[config.mk]
export PLATFORM = sky130hd
export DESIGN_NAME = klein_sub_nibbles_serial
export DESIGN_NICKNAME = d
export VERILOG_FILES = /design/src/rtl/klein_sub_nibbles_serial.sv
export SDC_FILE = /design/constraint.sdc
export NUM_CORES = 1
export LEC_CHECK = 0
export ABC_CLOCK_PERIOD_IN_PS = 1900
export CORE_MARGIN = 2
export CORE_UTILIZATION = 35
export CTS_CLUSTER_SIZE = 8
export DETAILED_ROUTE_END_ITERATION = 8
export GPL_TIMING_DRIVEN = 0
export PLACE_DENSITY = 0.83
export SLEW_MARGIN = 25
export SYNTH_ARGS = -nofsm -noshare
export SYNTH_HDL_FRONTEND = slang
export SYNTH_SLANG_ARGS = --single-unit
[constraint.sdc]
create_clock -name clk -period 1.9 [get_ports clk]
set_clock_uncertainty 0.2 [all_clocks]
set_input_delay 0.285 -clock clk [delete_from_list [all_inputs] [get_ports clk]]
set_output_delay 0.285 -clock clk [all_outputs]
set_load 0.005 [all_outputs]
[src/rtl/klein_sub_nibbles_serial.sv]
// klein_sub_nibbles_serial: nibble-serial KLEIN SubNibbles layer; define KLEIN_SUBNIB_ADDKEY_EN to fuse AddRoundKey into the load
module sbox (
    input  logic [3:0] x,
    output logic [3:0] y
);
    localparam logic [0:63] sbox_table = 64'h74A91FB0C3268ED5;
    assign y = sbox_table[{x, 2'b00} +: 4];
endmodule

module klein_sub_nibbles_serial #(
    parameter int LANES = 1
) (
    input  logic        clk,
    input  logic        rst,
    input  logic        in_valid,
    output logic        in_ready,
    input  logic [0:63] in_state,
    input  logic [0:63] in_key,
    output logic        out_valid,
    input  logic        out_ready,
    output logic [0:63] out_state,
    output logic        busy
);
    localparam int W = 4 * LANES;
    localparam logic [3:0] last = 4'(16 / LANES - 1);
    typedef enum logic [1:0] {IDLE, SUB, DONE} state_t;
    state_t state, state_n;
    logic [3:0] cnt, cnt_n;
    logic [0:63] sreg, sreg_n, shifted, load;
    logic [0:W-1] sub;
    if (!(LANES == 1 || LANES == 2 || LANES == 4 || LANES == 8 || LANES == 16)) begin : g_bad_lanes
        $error("klein_sub_nibbles_serial: illegal LANES=%0d", LANES);
    end
    for (genvar g = 0; g < LANES; g++) begin : g_lane
        sbox u_sbox (.x(sreg[4*g +: 4]), .y(sub[4*g +: 4]));
    end
    if (LANES == 16) begin : g_full
        assign shifted = sub;
    end else begin : g_part
        assign shifted = {sreg[W:63], sub};
    end
`ifdef KLEIN_SUBNIB_ADDKEY_EN
    assign load = in_state ^ in_key;
`else
    logic unused_key;
    assign unused_key = ^in_key;
    assign load = in_state;
`endif
    // next-state, counter and register update plus handshake outputs
    always_comb begin
        state_n = state;
        cnt_n = cnt;
        sreg_n = sreg;
        in_ready = state == IDLE;
        out_valid = state == DONE;
        busy = state != IDLE;
        out_state = state == DONE ? sreg : '0;
        if (state == IDLE && in_valid) begin
            state_n = SUB;
            cnt_n = '0;
            sreg_n = load;
        end else if (state == SUB) begin
            sreg_n = shifted;
            state_n = cnt == last ? DONE : SUB;
            cnt_n = cnt == last ? cnt : cnt + 4'd1;
        end else if (state == DONE && out_ready) begin
            state_n = IDLE;
        end
    end
    // state register; reset aborts any operation in progress
    always_ff @(posedge clk) begin
        if (rst) begin
            state <= IDLE;
            cnt <= '0;
            sreg <= '0;
        end else begin
            state <= state_n;
            cnt <= cnt_n;
            sreg <= sreg_n;
        end
    end
endmodule
==> results of run 1 <==
==> metal layers <==
metal  vias up  wire length (um)
met1      1803              4994
met2       141              5900
li1       1802                 -
met5         -                 0
met3        18               680
met4         0               186
==> flip-flops by register name (all words and copies together) (netlist names) <==
name   count
cnt        4
sreg      64
state      2
==> critical path, stage by stage (launching register included) <==
cell and delay [ps]:
dfxtp_2 330, nor2b_4 210, buf_8 170, clkbuf_8 140, buf_4 90, and2_4 130, buf_6 80
==> repair_timing <==
action,in CTS,in global routing
setup endpoints to repair,70,81
buffers inserted,23,2
gates resized for setup,388,33
pin swaps,28,0
gates cloned,6,0
==> synth_stat cells (3+ instances only) <==
master,n,area [um2]
clkbuf_1,13,48.80
inv_1,10,37.54
buf_4,7,52.55
a21oi_1,67,335.3
dfxtp_1,70,1401
ha_1,6,75.07
nor2b_1,3,18.77
a22oi_1,60,450.4
or3_1,3,18.77
and2_1,63,394.1
o21ai_0,3,15.01
nand2_1,60,225.2
buf_2,19,95.09
nand2b_1,3,18.77
==> worst paths after layout <==
path	from	end	slack, ps	depth (start not counted)
setup / recovery	state[1]	out_state[57]	-80	6
hold / removal	in_valid	sreg[63]	210	3
setup reg to reg	sreg[3]	sreg[60]	60	4
hold reg to reg	sreg[53]	sreg[53]	270	2
==> cell type report <==
type | instances | area, um2 | area share (%)
plain buffers | 35 | 211.5 | 3.748
inverters | 11 | 41.29 | 0.7319
multi-input cells | 299 | 1991 | 35.29
clock buffers | 13 | 158.9 | 2.817
repair buffers | 160 | 1617 | 28.65
flip-flops and latches | 70 | 1414 | 25.06
clock inverters | 3 | 42.54 | 0.7540
well taps | 133 | 166.4 | 2.950
==> cell families (layout without fill, tap and decap cells) <==
family / count (synthesis) / after routing / share of synthesized area, %
AOI/OAI and AO/OA: 147 / 147 / 27.44
adders and majority gates: 6 / 6 / 2.144
buffers and inverters: 52 / 222 / 7.038
DFF: 70 / 70 / 40.01
muxes: 3 / 3 / 2.036
and+or+nand+nor: 143 / 143 / 21.33
==> power groups by stage <==
stage | logic, uW | clock network [uW] | registers, uW
global route | 593 | 1290 | 1650
CTS | 542 | 1230 | 1640
finish | 546 | 1210 | 1640
floorplan | 306 | 0 | 1640
global placement | 519 | 0 | 1660
detailed placement | 536 | 0 | 1660
==> metrics by stage <==
step	total power (uW)	hold WS, ps	TNS [ps]	std cells	area [um2]
2_1_floorplan	1946	233.6	0	421	3502
3_3_place_gp	2180	253.9	-38310	687	5000
3_5_place_dp	2201	261.4	-42560	687	5000
4_1_cts	3405	188.4	-6678	730	5649
5_1_grt	3533	211.1	-4788	724	5642
6_report	3396	211.1	-1332	724	5642
==> qor.yml, run 1 <==
wirelength_mm: 11.76
clkPwrFrac_pct: 35.6
vias: 3764
coreArea_um2: 9729
root_buffer: "clkbuf_8"
period_needed_ps: 1976
synth_edf_count: 0
yosysWarnings: 0
crit_type: "register to primary output"
grt.total_usage_pct: 21.03
gpl.final_weighted_congestion: 0.8286
synthCells: 421
clkSlewWorstSetupHoldPaths_ps: 70
nets: 724
ant_nets: 0
final_cell_mix: "67 x a21oi_1, 67 x clkdlybuf4s50_1, 66 x dfxtp_1, 65 x buf_6"
grt-busiest-layer: "met2"
hold_viol_final: 0
drive_gt1_share_pct: 34.18
die-height_um: 104.0
insertedDiodeCount: 0
synth_fp_nets: 559
cp.required_ps: 1410
initial_core_util_pct: 36.00
netlist_area_um2: 3502
rsz0062_at_grt: "yes"
cts_max_level: 3
drc_errors: 0
die_w_um: 104.0
fin_ws_ps: -75.69
drtPass1Iterations: 4
startpoint_type: "register"
antenna_found_initial: 0
io_pins: 199
drt_iter0_drc: 173
syn_area_per_cell_um2: 8.319
clockBufferDepth: 2
drt-wirelength-per-cell_um: 16.24
leakagePower_uw: 0.002301
pre_cts_slack_ps: -543.2
worstPathArrival_ps: 1490
grt_max_degree: 14
violations: "negative setup slack"
dp_hpwl_mm: 7.993
fmax_mhz: 506.2
setup_violations: 30
clock-sinks: 70
synth-seq-area-share_pct: 40.01
io_buffers: 133
relSlewSlack_pct: 65.22
grt_pass1_vias: 3844
cts_tree: "built"
cp_max_fo: 7
viasPerCell: 5.199
p_int_uw: 2523
ys_seq_elements: 70
postCtsHoldBufs: 0
maxSlewViolCount: 0
syn2layout_area_growth_pct: 61.09
p_sw_uw: 872.8
grt_util_met3_pct: 4.511
cts_made_buffers: 9
endpoint_kind: "primary output"
power_frac_seq_pct: 48.4
gr-total-overflow: 0
p_per_area_nw_per_um2: 601.9
clk_latency_ps: 330
synth.distinct_cells: 40
grt_pass1_wl_mm: 18.84
swShare_pct: 25.70
final_util_pct: 57.99
pwr-share-comb_pct: 16.1
status: "finished with violations"
rows: 36
use_met2_pct: 37.08
maxCapViolCount: 0
worstMarginPinSlew_ps: 521.7
ir_worst_vdd_mv: 0.2871
async_reset_ff_share_pct: 0
dieArea_um2: 10820
fin_crit_sh_pct: 104.0
fillers: 878
grt.met1_usage_pct: 25.53
synth_ff_type: "dfxtp_1"
hold_class: "primary input to register"
Note: power is estimated with default switching activity, not from simulation.
==> run 2, diff against run 1 <==
ABC_CLOCK_PERIOD_IN_PS = not set   (was 1900)
CTS_CLUSTER_DIAMETER = 200   (was not set)
TNS_END_PERCENT = 1   (was not set)
==> qor.yml, run 2 (synthesis gave the netlist of run 1 again) <==
final_cell_mix: "67 x a21oi_1, 66 x dfxtp_1, 66 x clkdlybuf4s50_1, 60 x a22oi_1, 60 x nand2_1"
insertedDiodeCount: 0
register_area_um2: 1414
dieArea_um2: 10820
clock-sinks: 70
die_w_um: 104.0
cp.required_ps: 1410
gpl.final_weighted_congestion: 0.8286
endpoint_kind: "primary output"
gr-total-overflow: 0
hold_class: "primary input to register"
maxSlewViolCount: 0
period_needed_ps: 1955
regMostFlops: "sreg"
leakagePower_uw: 0.002165
holdWs_ps: 213.0
worstMarginPinSlew_ps: 590.2
rr_startpoint: "sreg[3]"
initial_core_util_pct: 36.00
wirelength_mm: 11.04
cp_max_fo: 5
ant_nets: 0
io_pins: 199
biggestRegsByFlops: "sreg (64), cnt (4), state (2)"
cts_tree: "built"
multi_input_comb_area_um2: 1926
largest_register_ffs: 64
violations: "negative setup slack"
cp-endpoint: "out_state[20]"
maxCapViolCount: 0
final_common_cell: "a21oi_1"
dp_hpwl_mm: 7.993
viasPerCell: 5.149
die-height_um: 104.0
syn2layout_area_growth_pct: 51.09
startpoint_type: "register"
grt_pass1_vias: 3675
setup_violations: 17
drt-wirelength-per-cell_um: 15.51
cts_max_level: 3
fin_crit_sh_pct: 102.9
fin_ws_ps: -54.95
hold_viol_final: 0
status: "finished with violations"
clockBufferDepth: 2
io_buffers: 133
coreArea_um2: 9729
r2r_cells: 4
worstPathArrival_ps: 1470
clkSlewWorstSetupHoldPaths_ps: 70
relSlewSlack_pct: 60.65
crit_type: "register to primary output"
drtPass1Iterations: 4
antenna_found_initial: 0
fillers: 914
cp-startpoint: "state[1]"
ir_worst_vdd_mv: 0.2909
power_uw: 3384
rows: 36
vias: 3666
drt_iter0_drc: 172
cts_made_buffers: 9
rsz0062_at_grt: "yes"
r2r_slack_ps: 60
nets: 712
grt_pass1_wl_mm: 17.71
drive_gt1_share_pct: 27.46
root_buffer: "clkbuf_8"
p_per_area_nw_per_um2: 639.6
grt.total_usage_pct: 19.79
clk_latency_ps: 330
r2r-end: "sreg[60]"
fmax_mhz: 511.5
grt_max_degree: 12
drc_errors: 0
[run 2: critical path: stages (launching register included)]
cell and delay (ps):
dfxtp_2 330, nor2b_4 200, buf_8 160, buf_6 120, buf_8 100, and2_4 140, buf_6 90
[run 2: power by group]
part	leakage [uW]	switching [uW]	internal [uW]	total [uW]
registers	0.000577	79.0	1560	1640
logic	0.00149	255	286	541
clock network	0.0000996	529	678	1210
[run 2: cell type report]
cell class | instances | area share, %
Multi-Input combinational cell | 299 | 36.39
Sequential cell | 70 | 26.72
Timing Repair Buffer | 147 | 24.92
Buffer | 36 | 4.233
Tap cell | 133 | 3.145
Clock buffer | 13 | 3.003
Clock inverter | 3 | 0.8040
Inverter | 11 | 0.7803
[run 2: worst min path at each step]
stage	startpoint	end	slack, ps	cells after the start
after global routing	in_valid	sreg[63]	210	3
after floorplan	rst	sreg[61]	230	2
after CTS	in_valid	sreg[63]	190	3
after detailed placement	sreg[53]	sreg[53]	260	2
after global placement	sreg[24]	sreg[24]	250	2
final	in_valid	sreg[63]	210	3
[run 2: repair_timing]
item	in CTS	in global routing
buffers inserted	10	2
cloned	4	0
hold buffers	0	0
setup endpoints to repair	70	76
resized for setup	255	80
pin swaps	9	0
[run 2: layer usage]
metal,share of wire (%),track usage (%),up-vias
li1,-,-,1780
met3,5.7,4.511,14
met4,1.5,7.143,0
met5,0,0,-
met1,44,24.34,1735
met2,49,33.83,137
[run 2: through the flow]
stage                     TNS, ps  utilization (%)  area [um2]  setup slack (ps)  cells
after floorplan                 0                -        3502             74.38    421
after global placement     -38310            51.39        5000            -497.6    687
after detailed placement   -42560            51.39        5000            -543.2    687
after CTS                   -7099            54.84        5335            -166.0    716
after global routing        -2951            54.39        5291            -129.1    712
final                      -507.1            54.39        5291            -54.95    712
